`src/rtl/univ_shift_reg_if.sv`:
```
// Bundles the control, data and status signals of univ_shift_reg.
// The master side drives the controls and the slave side (the register) drives the status.
interface univ_shift_reg_if #(
    parameter int unsigned WIDTH = 8,
    parameter int unsigned CNT_W = 4
);
    logic             en;
    logic [2:0]       mode;
    logic             sin_l;
    logic             sin_r;
    logic [WIDTH-1:0] pdata;
    logic             start;
    logic [CNT_W-1:0] count;
    logic [WIDTH-1:0] q;
    logic [WIDTH-1:0] nq;
    logic             sout_l;
    logic             sout_r;
    logic             busy;
    logic             done;

    modport master (
        output en, mode, sin_l, sin_r, pdata, start, count,
        input  q, nq, sout_l, sout_r, busy, done
    );

    modport slave (
        input  en, mode, sin_l, sin_r, pdata, start, count,
        output q, nq, sout_l, sout_r, busy, done
    );
endinterface

```
`src/rtl/univ_shift_reg.sv`:
```
// Universal shift register with single-step operations and a counted burst of shifts/rotates.
// A burst latches the operation and its count, then applies it once per clock edge.
module univ_shift_reg #(
    parameter int unsigned WIDTH = 8,
    parameter int unsigned CNT_W = 4
) (
    input  logic              clk,
    input  logic              rst,
    univ_shift_reg_if.slave   bus
);
    localparam logic [2:0] M_SHL  = 3'b001;
    localparam logic [2:0] M_SHR  = 3'b010;
    localparam logic [2:0] M_ROL  = 3'b011;
    localparam logic [2:0] M_ROR  = 3'b100;
    localparam logic [2:0] M_LOAD = 3'b101;
    localparam logic [2:0] M_CLR  = 3'b110;

    typedef enum logic {S_IDLE, S_BURST} state_t;

    state_t           r_state, w_state_nxt;
    logic [WIDTH-1:0] r_q, w_q_nxt;
    logic [2:0]       r_mode, w_mode_nxt;
    logic [CNT_W-1:0] r_cnt, w_cnt_nxt;
    logic             r_busy, w_busy_nxt;
    logic             r_done, w_done_nxt;
    logic             w_is_shift;
    logic             w_start_burst;
    logic             w_start_zero;
    logic             w_last;

    function automatic logic [WIDTH-1:0] apply_op(
        input logic [2:0]       op,
        input logic [WIDTH-1:0] d,
        input logic             sl,
        input logic             sr,
        input logic [WIDTH-1:0] pd
    );
        case (op)
            M_SHL:   apply_op = {d[WIDTH-2:0], sl};
            M_SHR:   apply_op = {sr, d[WIDTH-1:1]};
            M_ROL:   apply_op = {d[WIDTH-2:0], d[WIDTH-1]};
            M_ROR:   apply_op = {d[0], d[WIDTH-1:1]};
            M_LOAD:  apply_op = pd;
            M_CLR:   apply_op = '0;
            default: apply_op = d;
        endcase
    endfunction

    // Only shift/rotate modes may start a burst; a zero count just pulses done.
    assign w_is_shift    = (bus.mode == M_SHL) || (bus.mode == M_SHR) ||
                           (bus.mode == M_ROL) || (bus.mode == M_ROR);
    assign w_start_burst = bus.start && w_is_shift && (bus.count != '0);
    assign w_start_zero  = bus.start && w_is_shift && (bus.count == '0);
    assign w_last        = (r_cnt == CNT_W'(1));

    always_ff @(posedge clk) begin
        if (rst) r_state <= S_IDLE;
        else     r_state <= w_state_nxt;
    end

    always_comb begin
        w_state_nxt = r_state;
        case (r_state)
            S_IDLE:  if (w_start_burst) w_state_nxt = S_BURST;
            S_BURST: if (w_last)        w_state_nxt = S_IDLE;
            default: w_state_nxt = S_IDLE;
        endcase
    end

    always_comb begin
        w_q_nxt    = r_q;
        w_mode_nxt = r_mode;
        w_cnt_nxt  = r_cnt;
        w_busy_nxt = 1'b0;
        w_done_nxt = 1'b0;
        case (r_state)
            S_IDLE: begin
                if (w_start_burst) begin
                    w_mode_nxt = bus.mode;
                    w_cnt_nxt  = bus.count;
                    w_busy_nxt = 1'b1;
                end else if (w_start_zero) begin
                    w_done_nxt = 1'b1;
                end else if (bus.en) begin
                    w_q_nxt = apply_op(bus.mode, r_q, bus.sin_l, bus.sin_r, bus.pdata);
                end
            end
            S_BURST: begin
                w_q_nxt    = apply_op(r_mode, r_q, bus.sin_l, bus.sin_r, r_q);
                w_cnt_nxt  = r_cnt - CNT_W'(1);
                w_busy_nxt = !w_last;
                w_done_nxt = w_last;
            end
            default: ;
        endcase
    end

    always_ff @(posedge clk) begin
        if (rst) begin
            r_q    <= '0;
            r_mode <= '0;
            r_cnt  <= '0;
            r_busy <= 1'b0;
            r_done <= 1'b0;
        end else begin
            r_q    <= w_q_nxt;
            r_mode <= w_mode_nxt;
            r_cnt  <= w_cnt_nxt;
            r_busy <= w_busy_nxt;
            r_done <= w_done_nxt;
        end
    end

    assign bus.q      = r_q;
    assign bus.nq     = ~r_q;
    assign bus.sout_l = r_q[WIDTH-1];
    assign bus.sout_r = r_q[0];
    assign bus.busy   = r_busy;
    assign bus.done   = r_done;
endmodule

```
`src/flat_wrapper.sv`:
```
// flat-port wrapper written by rule: the top's interface ports become plain ports
module univ_shift_reg_flat 
#(
    parameter int unsigned WIDTH = 8,
    parameter int unsigned CNT_W = 4
)
  (clk, rst, bus_en, bus_mode, bus_sin_l, bus_sin_r, bus_pdata, bus_start, bus_count, bus_q, bus_nq, bus_sout_l, bus_sout_r, bus_busy, bus_done);
  univ_shift_reg_if #(.WIDTH(WIDTH), .CNT_W(CNT_W)) bus_i ();
  input  logic clk;
  input  logic rst;
  input wire logic [$bits(bus_i.en)-1:0] bus_en;
  input wire logic [$bits(bus_i.mode)-1:0] bus_mode;
  input wire logic [$bits(bus_i.sin_l)-1:0] bus_sin_l;
  input wire logic [$bits(bus_i.sin_r)-1:0] bus_sin_r;
  input wire logic [$bits(bus_i.pdata)-1:0] bus_pdata;
  input wire logic [$bits(bus_i.start)-1:0] bus_start;
  input wire logic [$bits(bus_i.count)-1:0] bus_count;
  output wire logic [$bits(bus_i.q)-1:0] bus_q;
  output wire logic [$bits(bus_i.nq)-1:0] bus_nq;
  output wire logic [$bits(bus_i.sout_l)-1:0] bus_sout_l;
  output wire logic [$bits(bus_i.sout_r)-1:0] bus_sout_r;
  output wire logic [$bits(bus_i.busy)-1:0] bus_busy;
  output wire logic [$bits(bus_i.done)-1:0] bus_done;
  assign bus_i.en = bus_en;
  assign bus_i.mode = bus_mode;
  assign bus_i.sin_l = bus_sin_l;
  assign bus_i.sin_r = bus_sin_r;
  assign bus_i.pdata = bus_pdata;
  assign bus_i.start = bus_start;
  assign bus_i.count = bus_count;
  assign bus_q = bus_i.q;
  assign bus_nq = bus_i.nq;
  assign bus_sout_l = bus_i.sout_l;
  assign bus_sout_r = bus_i.sout_r;
  assign bus_busy = bus_i.busy;
  assign bus_done = bus_i.done;
  univ_shift_reg #(.WIDTH(WIDTH), .CNT_W(CNT_W)) u_core (.clk(clk), .rst(rst), .bus(bus_i));
endmodule
```
`config.mk`:
```
export PLATFORM = sky130hd
export DESIGN_NAME = univ_shift_reg_flat
export DESIGN_NICKNAME = d
export VERILOG_FILES = /design/src/rtl/univ_shift_reg_if.sv /design/src/rtl/univ_shift_reg.sv /design/src/flat_wrapper.sv
export SDC_FILE = /design/constraint.sdc
export NUM_CORES = 1
export LEC_CHECK = 0
export ABC_CLOCK_PERIOD_IN_PS = 2800
export CAP_MARGIN = 20
export CORE_MARGIN = 2
export CORE_UTILIZATION = 30
export DETAILED_ROUTE_END_ITERATION = 16
export PLACE_DENSITY = 0.61
export RECOVER_POWER = 25
export SETUP_SLACK_MARGIN = 0.02
export SLEW_MARGIN = 5
export SYNTH_ARGS = -nofsm -noshare
export SYNTH_HDL_FRONTEND = slang
export SYNTH_SLANG_ARGS = --single-unit
```
`constraint.sdc`:
```
create_clock -name clk -period 2.8 [get_ports clk]
set_input_delay 0.28 -clock clk [delete_from_list [all_inputs] [get_ports clk]]
set_output_delay 0.28 -clock clk [all_outputs]
set_load 0.005 [all_outputs]
```
# Word-level counts from Yosys, hierarchy flattened
# Cells that the tools add are included.
[word_totals]
regBits = 18
input_bits = 21
output_inout_bits = 20
[op_classes]
addsub = 1
n_eq_ne = 18
mux = 15
bitwise_logic = 2
reduce_logical = 11
[ops]
columns = ["cell", "n"]
rows = [
  ["8-bit case mux with 6 select lines", 1],
  ["8-bit case mux with 5 select lines", 1],
  ["8-bit 2-to-1 mux", 3],
  ["8-bit case mux with 2 select lines", 1],
  ["3-bit == test (second input constant)", 5],
  ["3-bit by 2-bit == test with 1-bit output (second input constant)", 4],
  ["8-bit NOT", 1],
  ["4-bit case mux with 2 select lines", 1],
  ["7-bit by 3-bit != test with 1-bit output (second input constant)", 1],
  ["3-bit by 1-bit == test with 1-bit output (second input constant)", 2],
  ["2-bit != test (second input constant)", 3],
  ["6-bit != test (second input constant)", 1],
  ["1-bit case mux with 2 select lines", 3],
  ["5-bit AND reduction", 1],
  ["4-bit by 1-bit == test with 1-bit output (second input constant)", 1],
  ["4-bit logical NOT", 1],
  ["1-bit 2-to-1 mux", 4],
  ["4-bit 2-to-1 mux", 1],
  ["4-bit nonzero test", 1],
  ["4-bit by 1-bit subtractor with 4-bit output (second input constant)", 1],
  ["1-bit logical AND", 3],
  ["1-bit logical OR", 3],
  ["2-bit by 1-bit != test with 1-bit output (second input constant)", 1],
  ["2-bit AND reduction", 1],
  ["other kinds (2)", 2],
]

# Longest topological paths before layout
[logic_depth]
word_depth = 9
mapped_depth = 6
depth_no_buf = 5

# Worst setup path before layout
# No wires, ideal clock.
[synth_timing]
path_type = "reg-to-reg"
startpoint = "register u_core.r_mode[0]"
endpoint = "register u_core.r_q[7], in the netlist u_core.bus.q[7]"
setup_time_ns = 0.086
t_arrival_ns = 1.324
required_time_ns = 2.714
path_slack_ns = 1.389
path_stages_with_launch = 7
path_buffers = 2
path_cell_list = "dfxtp_1 -> buf_2 -> a21oi_1 -> a32oi_2 -> buf_6 -> a21oi_2 -> a221oi_2"
[synth_via]
elab_chain_cells = 3
[synth_lines]
columns = ["item", "line_no", "rtl"]
rows = [
  ["from (decl)", "univ_shift_reg.sv:22", "logic [2:0] r_mode, w_mode_nxt;"],
  ["from (signal assigned)", "univ_shift_reg.sv:107", "r_mode <= w_mode_nxt;"],
  ["3-bit == test (tied with other cells)", "univ_shift_reg.sv:38", "case (op)"],
  ["8-bit case mux with 5 select lines / 6-bit != test (equally long branches)", "n/a", ""],
  ["8-bit case mux with 2 select lines / 5-bit AND reduction (equally long branches)", "n/a", ""],
  ["to (signal assigned)", "univ_shift_reg.sv:106", "r_q <= w_q_nxt;"],
  ["to (decl)", "univ_shift_reg.sv:21", "logic [WIDTH-1:0] r_q, w_q_nxt;"],
]
# Parallel ways exist; a longest one is shown, timed or not.
# A chain may end at the register's enable or synchronous reset.

# Worst setup path in the final report
[layout_timing]
startpoint = "input bus_mode[1]"
endpoint = "register u_core.r_q[2], in the netlist u_core.bus.q[2]"
[layout_via]
elab_chain_cells = 8
[layout_lines]
columns = ["item", "line_no", "rtl"]
rows = [
  ["from (decl)", "flat_wrapper.sv:12", "input wire logic [$bits(bus_i.mode)-1:0] bus_mode;"],
  ["parallel branches: the longest is 8 deep, another holds 8-bit case mux with 6 select lines", "n/a", ""],
]
# Several ways; the timed one is not identified. The select of a mux whose other input is x is not followed.

==> flow_summary.toml <==
[clocking]
cts_buffers = 3
cts_sinks = 17
htreeDepth = 1
insertion_delay_ns = 0.25
clock-root-buffer = "clkbuf_8"
post_cts_buffers = 0
ctsLongestPathBuffers = 2
cts_resized = 0
cts.reportedPaths.clkPinSlew_ns = 0.07
cts_tree = "yes"
cts_hold_buf = 0

[critical_path]
cp_slowest_stage_delay_ns = 0.64
crit_top_cell = "a21oi_1"
worst-path-buf-inv = 2
cp.required_ns = 2.97
cp-end-kind = "flip-flop"
worst-setup-path-type = "in -> reg"
crit_chain = "clkdlybuf4s50_1 > and3_1 > a21oi_1 > a32oi_2 > buf_4 > a211o_1 > a21oi_1"
worstSetupStartpointType = "input pin"
slowest_stage = "clkdlybuf4s50_1"
crit_fanout = 14
critPathTopFamily = "buffers and inverters"
arrival_ns = 2.21

[global_route]
grt_pass1_vias = 1229
grt.overflow.total = 0
grt_max_degree = 30
grt_usage_pct = 14.9
grt_pass1_wl_um = 6180
antenna_found_initial = 0

[logic_synthesis]
yosys-top-cells-count = "nand2_1, a21oi_1, dfxtp_1"
ys_types = 44
yosys_warnings = 0
synthArstFlopShare_pct = 0
yosys.cell_count.top_type = "nand2_1"
syn_avg_cell_area_um2 = 7.61
synth_area_leaders = "dfxtp_1, nand2_1, a21oi_1, o2111a_1, inv_1"
ys_seq_area_share_pct = 24.3
syn_area_um2 = 1400
ys.flop_type = "dfxtp_1"
ys_ff_latch = 17
synth_edf_count = 0
syn-num-nets = 207
synthCells = 184
synth_top_area_cell = "dfxtp_1"
synth_top_area_share_pct = 24.3

[timing]
hold_viol_final = 0
final_max_slew_viol_count = 0
finalSetupViolations = 0
slew_headroom_pct = 53.6
worstMarginPinSlew_ns = 0.694
layout_min_cycle_time_ns = 2.04
setup_tns_ns = 0
timing.hold.ws_ns = 0.525
post-route-period-util_pct = 72.9
max_clock_freq_mhz = 490
rsz0062_at_grt = "false"
skew_ns = 0.00415

[detailed_routing]
vias = 1445
ant_nets = 0
wire_per_inst_um = 14.1
drt_iter0_drc = 67
wl_um = 3780
via_per_inst = 5.39
drc = 0
drt-pass1-iter-count = 4

[hold_path]
min_path_type = "reg -> reg"

[power]
power_density_nw_per_um2 = 395
ir_drop_mv = 0.189
power.leakage_nw = 0.638

[placement]
place.port_buffers = 40
postPlaceCellArea_um2 = 1790
hpwl_um = 2800
dp_cells = 264
place.gp.congestion = 0.782

[floorplanning]
die_x_um = 72.3
rows = 24
io_pins = 41
start_util_pct = 31.7
coreArea_um2 = 4410
dieArea_um2 = 5230
die_h_um = 72.3

[run_status]
outcome = "complete, no violations"

[cells_and_area]
drive_above_1_share_pct = 8.80
multi_input_area_um2 = 911
area_growth_pct = 31.2
layout.nets = 240
regArea_um2 = 340
insertedDiodeCount = 0
instances_no_fill = 268
final_cell_area_um2 = 1840
n_fill_cell = 466

[flow_run]
cap_violations = 0
logic make-up (layout without fill, tap and decap cells):
family	Yosys count	in the layout	synth area share (%)
buffers and inverters	29	61	10.6
XOR/XNOR	3	3	1.88
multiplexers	5	5	3.66
adder cells (fa/ha/maj)	2	2	1.79
flip-flops	17	17	24.3
AND/OR/NAND/NOR	63	63	21.9
AO/OA/AOI/OAI	65	65	35.8
cell usage in the layout, fill, tap and decap left out, drive strengths merged:
cell type / count
nand2: 34
clkdlybuf4s50: 31
a21oi: 21
dfxtp: 17
inv: 14
o21ai: 10
nor2: 10
dlygate4sd3: 9
a221oi: 9
a211o: 6
o2111a: 5
nor2b: 4
nor3: 4
mux2i: 4
clkbuf: 4
a2bb2oi: 3
nand3: 3
buf: 3
or3: 2
o21bai: 2
a211oi: 2
xnor2: 2
ha: 2
a32oi: 2
nand2b: 2
or4: 1
nand4: 1
and3: 1
xor2: 1
a221o: 1
nor3b: 1
a2111o: 1
o311a: 1
o32a: 1
a31oi: 1
mux2: 1
final cells by class:
| type | count | share of cell area [%] |
|---|---|---|
| inverters | 14 | 2.86 |
| flip-flops and latches | 17 | 18.5 |
| repair buffers | 43 | 23.0 |
| clock buffers | 4 | 2.45 |
| well taps | 52 | 3.54 |
| multi-input cells | 138 | 49.6 |
layer usage:
metal / track usage (%) / share of wire [%] / up-vias / wire length, um
met2: 23.1 / 48 / 33 / 1810
met1: 21.1 / 47 / 677 / 1770
met3: 2.08 / 4.7 / 2 / 176
met5: 0 / 0 / - / 0
met4: 5.03 / 0.77 / 0 / 29
li1: - / - / 733 / -
report_power, final:
group	total (mW)	internal [mW]	switching, mW
combinational	0.246	0.129	0.116
sequential	0.296	0.262	0.0344
clock	0.184	0.101	0.0831
total	0.726	0.492	0.234
flip-flops by register name, summed over array words and instances, names as in the netlist:
| name | flops |
|---|---|
| u_core.bus.q | 8 |
| u_core.bus.done | 1 |
| u_core.r_state | 1 |
| u_core.r_mode | 3 |
| u_core.r_cnt | 4 |
through the flow:
step / util (%) / total power [mW] / setup slack, ns
2_1_floorplan: - / 0.456 / 1.39
3_3_place_gp: 40.6 / 0.552 / 0.568
3_5_place_dp: 40.6 / 0.552 / 0.508
4_1_cts: 41.6 / 0.740 / 0.765
5_1_grt: 41.6 / 0.775 / 0.570
6_report: 41.6 / 0.726 / 0.760
path summary, 6_finish.rpt:
| check | from | end | slack [ns] | cells after the start |
|---|---|---|---|---|
| setup reg to reg | u_core.r_mode[1]$_SDFFE_PP0P_ | u_core.bus.q[2]$_SDFFE_PP0P_ | 0.92 | 5 |
| hold / removal | u_core.r_cnt[0]$_SDFFE_PP0P_ | u_core.r_cnt[0]$_SDFFE_PP0P_ | 0.53 | 1 |
| setup / recovery | bus_mode[1] | u_core.bus.q[2]$_SDFFE_PP0P_ | 0.76 | 7 |
| hold reg to reg | u_core.r_cnt[0]$_SDFFE_PP0P_ | u_core.r_cnt[0]$_SDFFE_PP0P_ | 0.53 | 1 |
(Power assumes the default switching activity.)
